### src/rtl/uart_pkg.sv
// Shared UART definitions: FSM state encoding and line levels used by the
// transmit framer and the future receiver.
package uart_pkg;

    typedef enum logic [1:0] {
        IDLE  = 2'd0,
        START = 2'd1,
        DATA  = 2'd2,
        STOP  = 2'd3
    } uart_state_e;

    localparam logic IDLE_LEVEL  = 1'b1;
    localparam logic START_LEVEL = 1'b0;

endpackage

### src/rtl/uart_baud_gen.sv
// Bit-period timer: counts 0..CLKS_PER_BIT-1 and pulses tick on the last
// count. clear restarts the period so bit boundaries align to frame start.
module uart_baud_gen #(
    parameter int CLKS_PER_BIT = 16
) (
    input  logic clk,
    input  logic reset,
    input  logic clear,
    output logic tick
);

    localparam int CW = (CLKS_PER_BIT > 1) ? $clog2(CLKS_PER_BIT) : 1;
    localparam logic [CW-1:0] LAST = CW'(CLKS_PER_BIT - 1);

    logic [CW-1:0] baud_cnt_q;
    logic [CW-1:0] baud_cnt_d;

    // Next count: restart on clear or wrap, otherwise advance.
    always_comb begin
        tick       = (baud_cnt_q == LAST);
        baud_cnt_d = baud_cnt_q + CW'(1);
        if (clear || tick) begin
            baud_cnt_d = '0;
        end
    end

    // Counter register.
    always_ff @(posedge clk or posedge reset) begin
        if (reset) begin
            baud_cnt_q <= '0;
        end else begin
            baud_cnt_q <= baud_cnt_d;
        end
    end

endmodule

### src/rtl/uart_tx_framer.sv
// UART transmit framer: one-byte holding register behind a valid/ready
// handshake, shift register and bit counter driving a registered tx line.
// Frames are start(0), DATA_WIDTH bits LSB first, STOP_BITS stop(1).
module uart_tx_framer
    import uart_pkg::*;
#(
    parameter int DATA_WIDTH   = 8,
    parameter int CLKS_PER_BIT = 16,
    parameter int STOP_BITS    = 1
) (
    input  logic                  clk,
    input  logic                  reset,
    input  logic [DATA_WIDTH-1:0] data,
    input  logic                  valid,
    output logic                  ready,
    output logic                  tx,
    output logic                  busy
);

    localparam int CNT_W = $clog2(DATA_WIDTH + 1);
    localparam logic [CNT_W-1:0] LAST_DATA = CNT_W'(DATA_WIDTH - 1);
    localparam logic [CNT_W-1:0] LAST_STOP = CNT_W'(STOP_BITS - 1);

    uart_state_e           state_q, state_d;
    logic [DATA_WIDTH-1:0] hold_data_q, hold_data_d;
    logic                  hold_full_q, hold_full_d;
    logic [DATA_WIDTH-1:0] shreg_q, shreg_d;
    logic [CNT_W-1:0]      bit_cnt_q, bit_cnt_d;
    logic                  tx_q, tx_d;
    logic                  accept;
    logic                  baud_clear;
    logic                  baud_tick;

    uart_baud_gen #(
        .CLKS_PER_BIT(CLKS_PER_BIT)
    ) u_baud (
        .clk  (clk),
        .reset(reset),
        .clear(baud_clear),
        .tick (baud_tick)
    );

    assign ready  = !hold_full_q;
    assign accept = valid && ready;
    assign tx     = tx_q;
    assign busy   = (state_q != IDLE) || hold_full_q;

    // Next-state, holding register, shifter and line level.
    always_comb begin
        state_d     = state_q;
        hold_data_d = hold_data_q;
        hold_full_d = hold_full_q;
        shreg_d     = shreg_q;
        bit_cnt_d   = bit_cnt_q;
        baud_clear  = 1'b0;

        if (accept) begin
            hold_data_d = data;
            hold_full_d = 1'b1;
        end

        unique case (state_q)
            IDLE: begin
                if (hold_full_q) begin
                    shreg_d     = hold_data_q;
                    hold_full_d = 1'b0;
                    bit_cnt_d   = '0;
                    baud_clear  = 1'b1;
                    state_d     = START;
                end
            end
            START: begin
                if (baud_tick) begin
                    bit_cnt_d = '0;
                    state_d   = DATA;
                end
            end
            DATA: begin
                if (baud_tick) begin
                    shreg_d = shreg_q >> 1;
                    if (bit_cnt_q == LAST_DATA) begin
                        bit_cnt_d = '0;
                        state_d   = STOP;
                    end else begin
                        bit_cnt_d = bit_cnt_q + CNT_W'(1);
                    end
                end
            end
            STOP: begin
                if (baud_tick) begin
                    if (bit_cnt_q == LAST_STOP) begin
                        bit_cnt_d = '0;
                        if (hold_full_q) begin
                            shreg_d     = hold_data_q;
                            hold_full_d = 1'b0;
                            baud_clear  = 1'b1;
                            state_d     = START;
                        end else if (accept) begin
                            // Byte arriving on the last stop edge goes
                            // straight to the shifter; nothing is held.
                            shreg_d     = data;
                            hold_full_d = 1'b0;
                            baud_clear  = 1'b1;
                            state_d     = START;
                        end else begin
                            state_d = IDLE;
                        end
                    end else begin
                        bit_cnt_d = bit_cnt_q + CNT_W'(1);
                    end
                end
            end
            default: begin
                state_d = IDLE;
            end
        endcase

        // tx is registered, so it is derived from the state being entered.
        unique case (state_d)
            START:   tx_d = START_LEVEL;
            DATA:    tx_d = shreg_d[0];
            default: tx_d = IDLE_LEVEL;
        endcase
    end

    // State and datapath registers; reset returns the line to idle at once.
    always_ff @(posedge clk or posedge reset) begin
        if (reset) begin
            state_q     <= IDLE;
            hold_data_q <= '0;
            hold_full_q <= 1'b0;
            shreg_q     <= '0;
            bit_cnt_q   <= '0;
            tx_q        <= IDLE_LEVEL;
        end else begin
            state_q     <= state_d;
            hold_data_q <= hold_data_d;
            hold_full_q <= hold_full_d;
            shreg_q     <= shreg_d;
            bit_cnt_q   <= bit_cnt_d;
            tx_q        <= tx_d;
        end
    end

endmodule
### config.mk
export PLATFORM = sky130hd
export DESIGN_NAME = uart_tx_framer
export DESIGN_NICKNAME = d
export VERILOG_FILES = /design/src/rtl/uart_pkg.sv /design/src/rtl/uart_baud_gen.sv /design/src/rtl/uart_tx_framer.sv
export SDC_FILE = /design/constraint.sdc
export NUM_CORES = 1
export LEC_CHECK = 0
export BUFFER_PORTS_ARGS = -buffer_cell sky130_fd_sc_hd__buf_2
export CORE_UTILIZATION = 35
export CTS_CLUSTER_SIZE = 10
export DETAILED_ROUTE_END_ITERATION = 10
export PLACE_DENSITY = 0.64
export SLEW_MARGIN = 5
export SYNTH_ARGS = -nofsm -noshare
export SYNTH_HDL_FRONTEND = slang
export SYNTH_HIERARCHICAL = 1
export SYNTH_SLANG_ARGS = --single-unit
### constraint.sdc
create_clock -name clk -period 2.44 [get_ports clk]
set_clock_uncertainty 0.15 [all_clocks]
set_input_delay 0.244 -clock clk [delete_from_list [all_inputs] [get_ports clk]]
set_output_delay 0.244 -clock clk [all_outputs]
set_load 0.1 [all_outputs]
==> metrics.cfg, run 1 <==
[status]
outcome = complete, no violations

[route]
drtAntennaViolNets = 0
viasPerCell = 5.235
post_drt_wl_per_cell_um = 13.36
wl_um = 3247
drt_iter0_markers = 82
wl_met2_um = 1502
dr_total_vias = 1272
drc = 0
wl_met1_um = 1559
wl_met3_um = 163
firstDrtPassIters = 4
topRoutingLayerUsed = met4

[yosys]
syn_area_um2 = 1638
netlist_instances = 178
yosys.area.top_type_share_pct = 41.25
ys_ff_latch = 28
synthTopCellsByCount = nand2_1, dfrtp_1, nor2_1
synthDistinctLibCells = 47
yosysSeqAreaShare_pct = 42.86
yosys.area.top_type = dfrtp_1
yosysMostFrequentCell = nand2_1
syn_nets = 196
synth.area.top_cells = dfrtp_1, nand2_1, ha_1, a221oi_2, nor2_1
synthArstFlopShare_pct = 100.0
synth_area_per_cell_um2 = 9.201
synth_edf_count = 0
ys_warn_count = 6
synth_ff_type = dfrtp_1

[hold_path]
hold_class = in -> reg

[timing]
post-route-period-util_pct = 89.72
setup_tns_ps = 0
grt_setup_unrepaired = no
worstMarginPinSlew_ps = 483.8
clock.fmax_ghz = 0.4568
hold_viol_final = 0
min_period_ps = 2189
slew_headroom_pct = 67.97
setup_viol = 0
drv_slew = 0

[setup_path]
required_ps = 2050
slowest_delay_ps = 430
critPathCaptureType = primary output
start_kind = register
worstSetupPathType = reg -> out
cp_slowest_cell = dfrtp_1
crit_fanout = 8
crit_arrival_ps = 1800
crit_path_cell_trace = inv_1 > ha_1 > nor2b_1 > inv_2 > buf_2

[placed_design]
dp_hpwl_um = 2415
placed_area_um2 = 1745
gp_congestion = 0.8566
port_buffers = 13

[floorplan]
die_w_um = 70.41
rows = 24
pin_count = 14
dieArea_um2 = 4957
die_h_um = 70.41
core-area_um2 = 4414
start_util_pct = 37.10

[clocking]
cts_resized = 0
htreeDepth = 1
cts_num_sinks = 28
cts_root_buf = clkbuf_8
cts_buffers = 3
cts_buffer_depth = 2
cts.clk_slew.worst_paths_ps = 100
clkLatencyLatePin_ps = 270
tritoncts = built

[power]
power_density_nw_per_um2 = 1256
total_leakage_power_nw = 0.8399
ir_drop_uv = 755.7
totalPowerFinal_mw = 2.275

[grt]
grt.total_usage_pct = 14.08
antenna_found_initial = 0
grt_pass1_vias = 1193
grt_start_max_net_pins = 25
grt_pass1_wl_um = 5554
overflow = 0

[run]
drv_cap = 0

[layout]
nets = 210
area.growth.synth_to_final_pct = 10.54
drive_gt1_share_pct = 21.47
fin_area_um2 = 1810
finish.utilization_pct = 41.01
num_antenna_cells = 0

-- critical path: cells and delay by family, from the launching register on --
family	cells	cell delay, ps
AND/OR/NAND/NOR	1	300
buffers and inverters	3	490
adder cells (fa/ha/maj)	1	300
flip-flops	1	430
-- layout by cell type, fill, tap and decap left out, types with 2 or more instances in the layout --
master    synthesis  routed
nor2b_1           3       3
dfrtp_1          27      27
and3_1            4       4
nand3_1           5       5
ha_1              7       7
o21ai_0           5       5
buf_2             3      13
clkbuf_8          0       4
buf_4             1       3
and2_1            2       2
a21oi_1           8       8
a31oi_1           2       2
o21ai_2           4       4
nor2_1           11      11
a221oi_2          4       4
o21ai_1           8       8
nor3_1            3       3
nor3b_2           2       2
nand2_1          40      40
inv_1             9       9
-- cell families (layout without fill, tap and decap cells) --
kind of cell / after synthesis / after routing / share of synthesized area [%]
adder cells (fa/ha/maj): 7 / 7 / 5.347
AND/OR/NAND/NOR: 78 / 78 / 23.38
buffers and inverters: 18 / 31 / 5.041
flip-flops: 28 / 28 / 42.86
XOR/XNOR: 1 / 1 / 0.5349
multiplexers: 3 / 3 / 1.986
AO/OA/AOI/OAI: 43 / 43 / 20.86
-- state kept, by name (all words and copies together) (netlist names) --
signal	flops
hold_full_q	1
bit_cnt_q	4
tx	1
shreg_q	8
u_baud/baud_cnt_q	4
hold_data_q	8
state_q	2
-- power breakdown --
part	total [mW]	internal, mW	switching [mW]
logic	1.18	0.415	0.760
registers	0.810	0.658	0.151
clock network	0.290	0.145	0.145
-- layout make-up --
class	count	area (um^2)
Tap cell	52	65.06
Fill cell	422	2604
Inverter	10	37.54
Clock buffer	4	55.05
Sequential cell	28	701.9
Timing Repair Buffer	17	97.59
Multi-Input combinational cell	132	853.3
-- through the flow --
step                      hold slack [ps]  worst slack [ps]  cells
final                               20.12             250.9    243
after global routing                22.03             150.1    243
after CTS                           16.73             247.6    243
after detailed placement           -4.059             351.4    238
after global placement             -5.381             392.0    238
after floorplan                    -139.9             142.1    178
-- worst paths after layout --
check,from,to,slack [ps],depth (start not counted)
worst min-delay path,data[0],hold_data_q[0],20,3
max in group asynchronous,reset,tx,1440,4
worst max register to register,state_q[1],bit_cnt_q[0],330,7
worst max-delay path,state_q[1],busy,250,5
min in group asynchronous,reset,u_baud/baud_cnt_q[0],240,3
worst min register to register,shreg_q[6],shreg_q[6],330,2
-- routing by layer --
| metal | up-vias | track usage, % |
|---|---|---|
| met1 | 600 | 19.20 |
| met5 | - | 0 |
| met3 | 2 | 3.608 |
| met2 | 27 | 22.54 |
| met4 | 0 | 2.667 |
| li1 | 643 | - |
-- repair_timing --
item | 4_1_cts | 5_1_grt
buffers inserted | 0 | 0
endpoints found under the hold margin | 27 | 0
hold buffers | 1 | 0
No activity file was read; power rests on OpenSTA's default activity.
==> run 2, diff against run 1 <==
CORE_UTILIZATION = 58   (was 35)
PLACE_DENSITY = 0.9   (was 0.64)
==> metrics.cfg, run 2 (synthesized netlist as in run 1, its figures left out) <==
[floorplan]
start_util_pct = 63.79
rows = 18
dieArea_um2 = 3040
die_w_um = 55.14
die_h_um = 55.14
pin_count = 14
core-area_um2 = 2567

[route]
viasPerCell = 5.907
dr_total_vias = 1341
wl_um = 3478
wl_met3_um = 94
drc = 0
topRoutingLayerUsed = met4
drt_iter0_markers = 36
post_drt_wl_per_cell_um = 15.32
drtAntennaViolNets = 0
firstDrtPassIters = 4
wl_met2_um = 1807
wl_met1_um = 1521

[timing]
hold_viol_final = 0
min_period_ps = 2289
grt_setup_unrepaired = no
setup_tns_ps = 0
worstMarginPinSlew_ps = 907.3
post-route-period-util_pct = 93.81
fin_hold_ws_ps = 87.94
slew_headroom_pct = 39.45
setup_viol = 0
layout_setup_ws_ps = 151.1
clock.fmax_ghz = 0.4369
drv_slew = 0

[clocking]
cts_num_sinks = 28
clkLatencyLatePin_ps = 330
cts_resized = 0
cts_buffers = 3
htreeDepth = 1
cts.clk_slew.worst_paths_ps = 150
cts_root_buf = clkbuf_4
cts_buffer_depth = 2
tritoncts = built

[power]
p_sw_mw = 1.094
swShare_pct = 46.84
intPower_mw = 1.242
power_density_nw_per_um2 = 1266
ir_drop_uv = 1038
total_leakage_power_nw = 0.8632
seqPwrFrac_pct = 35.1
power_frac_comb_pct = 51.9
power_frac_clock_pct = 13.0

[setup_path]
rr_worst_depth = 7
reg2reg_from = state_q[0]
required_ps = 2050
crit_fanout = 8
start_kind = register
crit_arrival_ps = 1890
reg2reg_slack_ps = 290
worstSetupPathType = reg -> out
reg2reg_to = bit_cnt_q[0]
critPathCaptureType = primary output

[placed_design]
port_buffers = 13
pre_cts_slack_ps = 331.9
gp_congestion = 0.8693
placed_cells = 214
dp_hpwl_um = 2577

[layout]
fill_cells = 187
nets = 216
layout.cells.most_common = nand2_1
drive_gt1_share_pct = 19.80
stdcell_count = 227
num_antenna_cells = 0
area.growth.synth_to_final_pct = 12.68
top_regs = hold_data_q: 8 flops, shreg_q: 8 flops
mostFrequentLayoutCells = nand2_1, dfrtp_1, buf_2, nor2_1

[grt]
antenna_found_initial = 0
grt_pass1_vias = 1274
grt_start_max_net_pins = 25
grt_pass1_wl_um = 5340
grt.total_usage_pct = 25.00
overflow = 0

[hold_path]
worstHoldStart = valid
hold_class = in -> reg
min_path_cells = 3
holdPathEnd = hold_full_q

[run]
drv_cap = 0

[status]
outcome = complete, no violations

run 2: cell count changes in the layout (fill, tap and decap cells not counted):
cell,change
clkbuf_4,+3
buf_4,-2
clkbuf_8,-4
bufinv_16,+1
dlygate4sd3_1,+8
run 2: cell type report:
cell class              count  area [um^2]  share of cell area [%]
clock inverters             1        30.03                   1.627
clock buffers               3        22.52                   1.220
repair buffers             23        162.7                   8.814
well taps                  30        37.54                   2.034
flip-flops and latches     28        701.9                   38.03
multi-input cells         132        853.3                   46.24
inverters                  10        37.54                   2.034
run 2: layer usage:
layer  track usage, %  up-vias
met1            28.25      654
met2            47.19       27
met5                0        -
li1                 -      654
met3            2.732        6
met4            10.00        0
run 2: how the worst max path moves through the flow:
stage                    startpoint            to  slack (ps)
2_1_floorplan           hold_full_q    shreg_q[2]         140
3_3_place_gp   u_baud/baud_cnt_q[0]    shreg_q[2]         430
3_5_place_dp             state_q[0]  bit_cnt_q[0]         330
4_1_cts                  state_q[0]          busy         150
5_1_grt                  state_q[0]          busy          20
6_report                 state_q[0]          busy         150
run 2: per-stage QoR:
stage	util, %	area, um^2	total power [mW]
3_5_place_dp	66.33	1703	2.016
3_3_place_gp	66.33	1703	1.934
5_1_grt	71.88	1846	2.481
4_1_cts	71.88	1846	2.330
2_1_floorplan	-	1638	1.808
6_report	71.88	1846	2.336
run 2: timing repair:
| action | 4_1_cts | 5_1_grt |
|---|---|---|
| buffers inserted | 0 | 0 |
| hold buffers | 9 | 0 |
| hold endpoints to repair | 35 | 0 |
run 2: critical path: stages, from the launching register on:
cell and delay, ps:
dfrtp_1 460, inv_1 110, ha_1 290, nor2b_1 320
inv_2 80, buf_2 300
run 2: power groups by stage:
stage | logic [mW] | clock network [mW] | registers, mW
2_1_floorplan | 0.977 | 0 | 0.830
4_1_cts | 1.21 | 0.306 | 0.815
5_1_grt | 1.32 | 0.322 | 0.834
3_5_place_dp | 1.19 | 0 | 0.825
6_report | 1.21 | 0.304 | 0.819
3_3_place_gp | 1.13 | 0 | 0.802
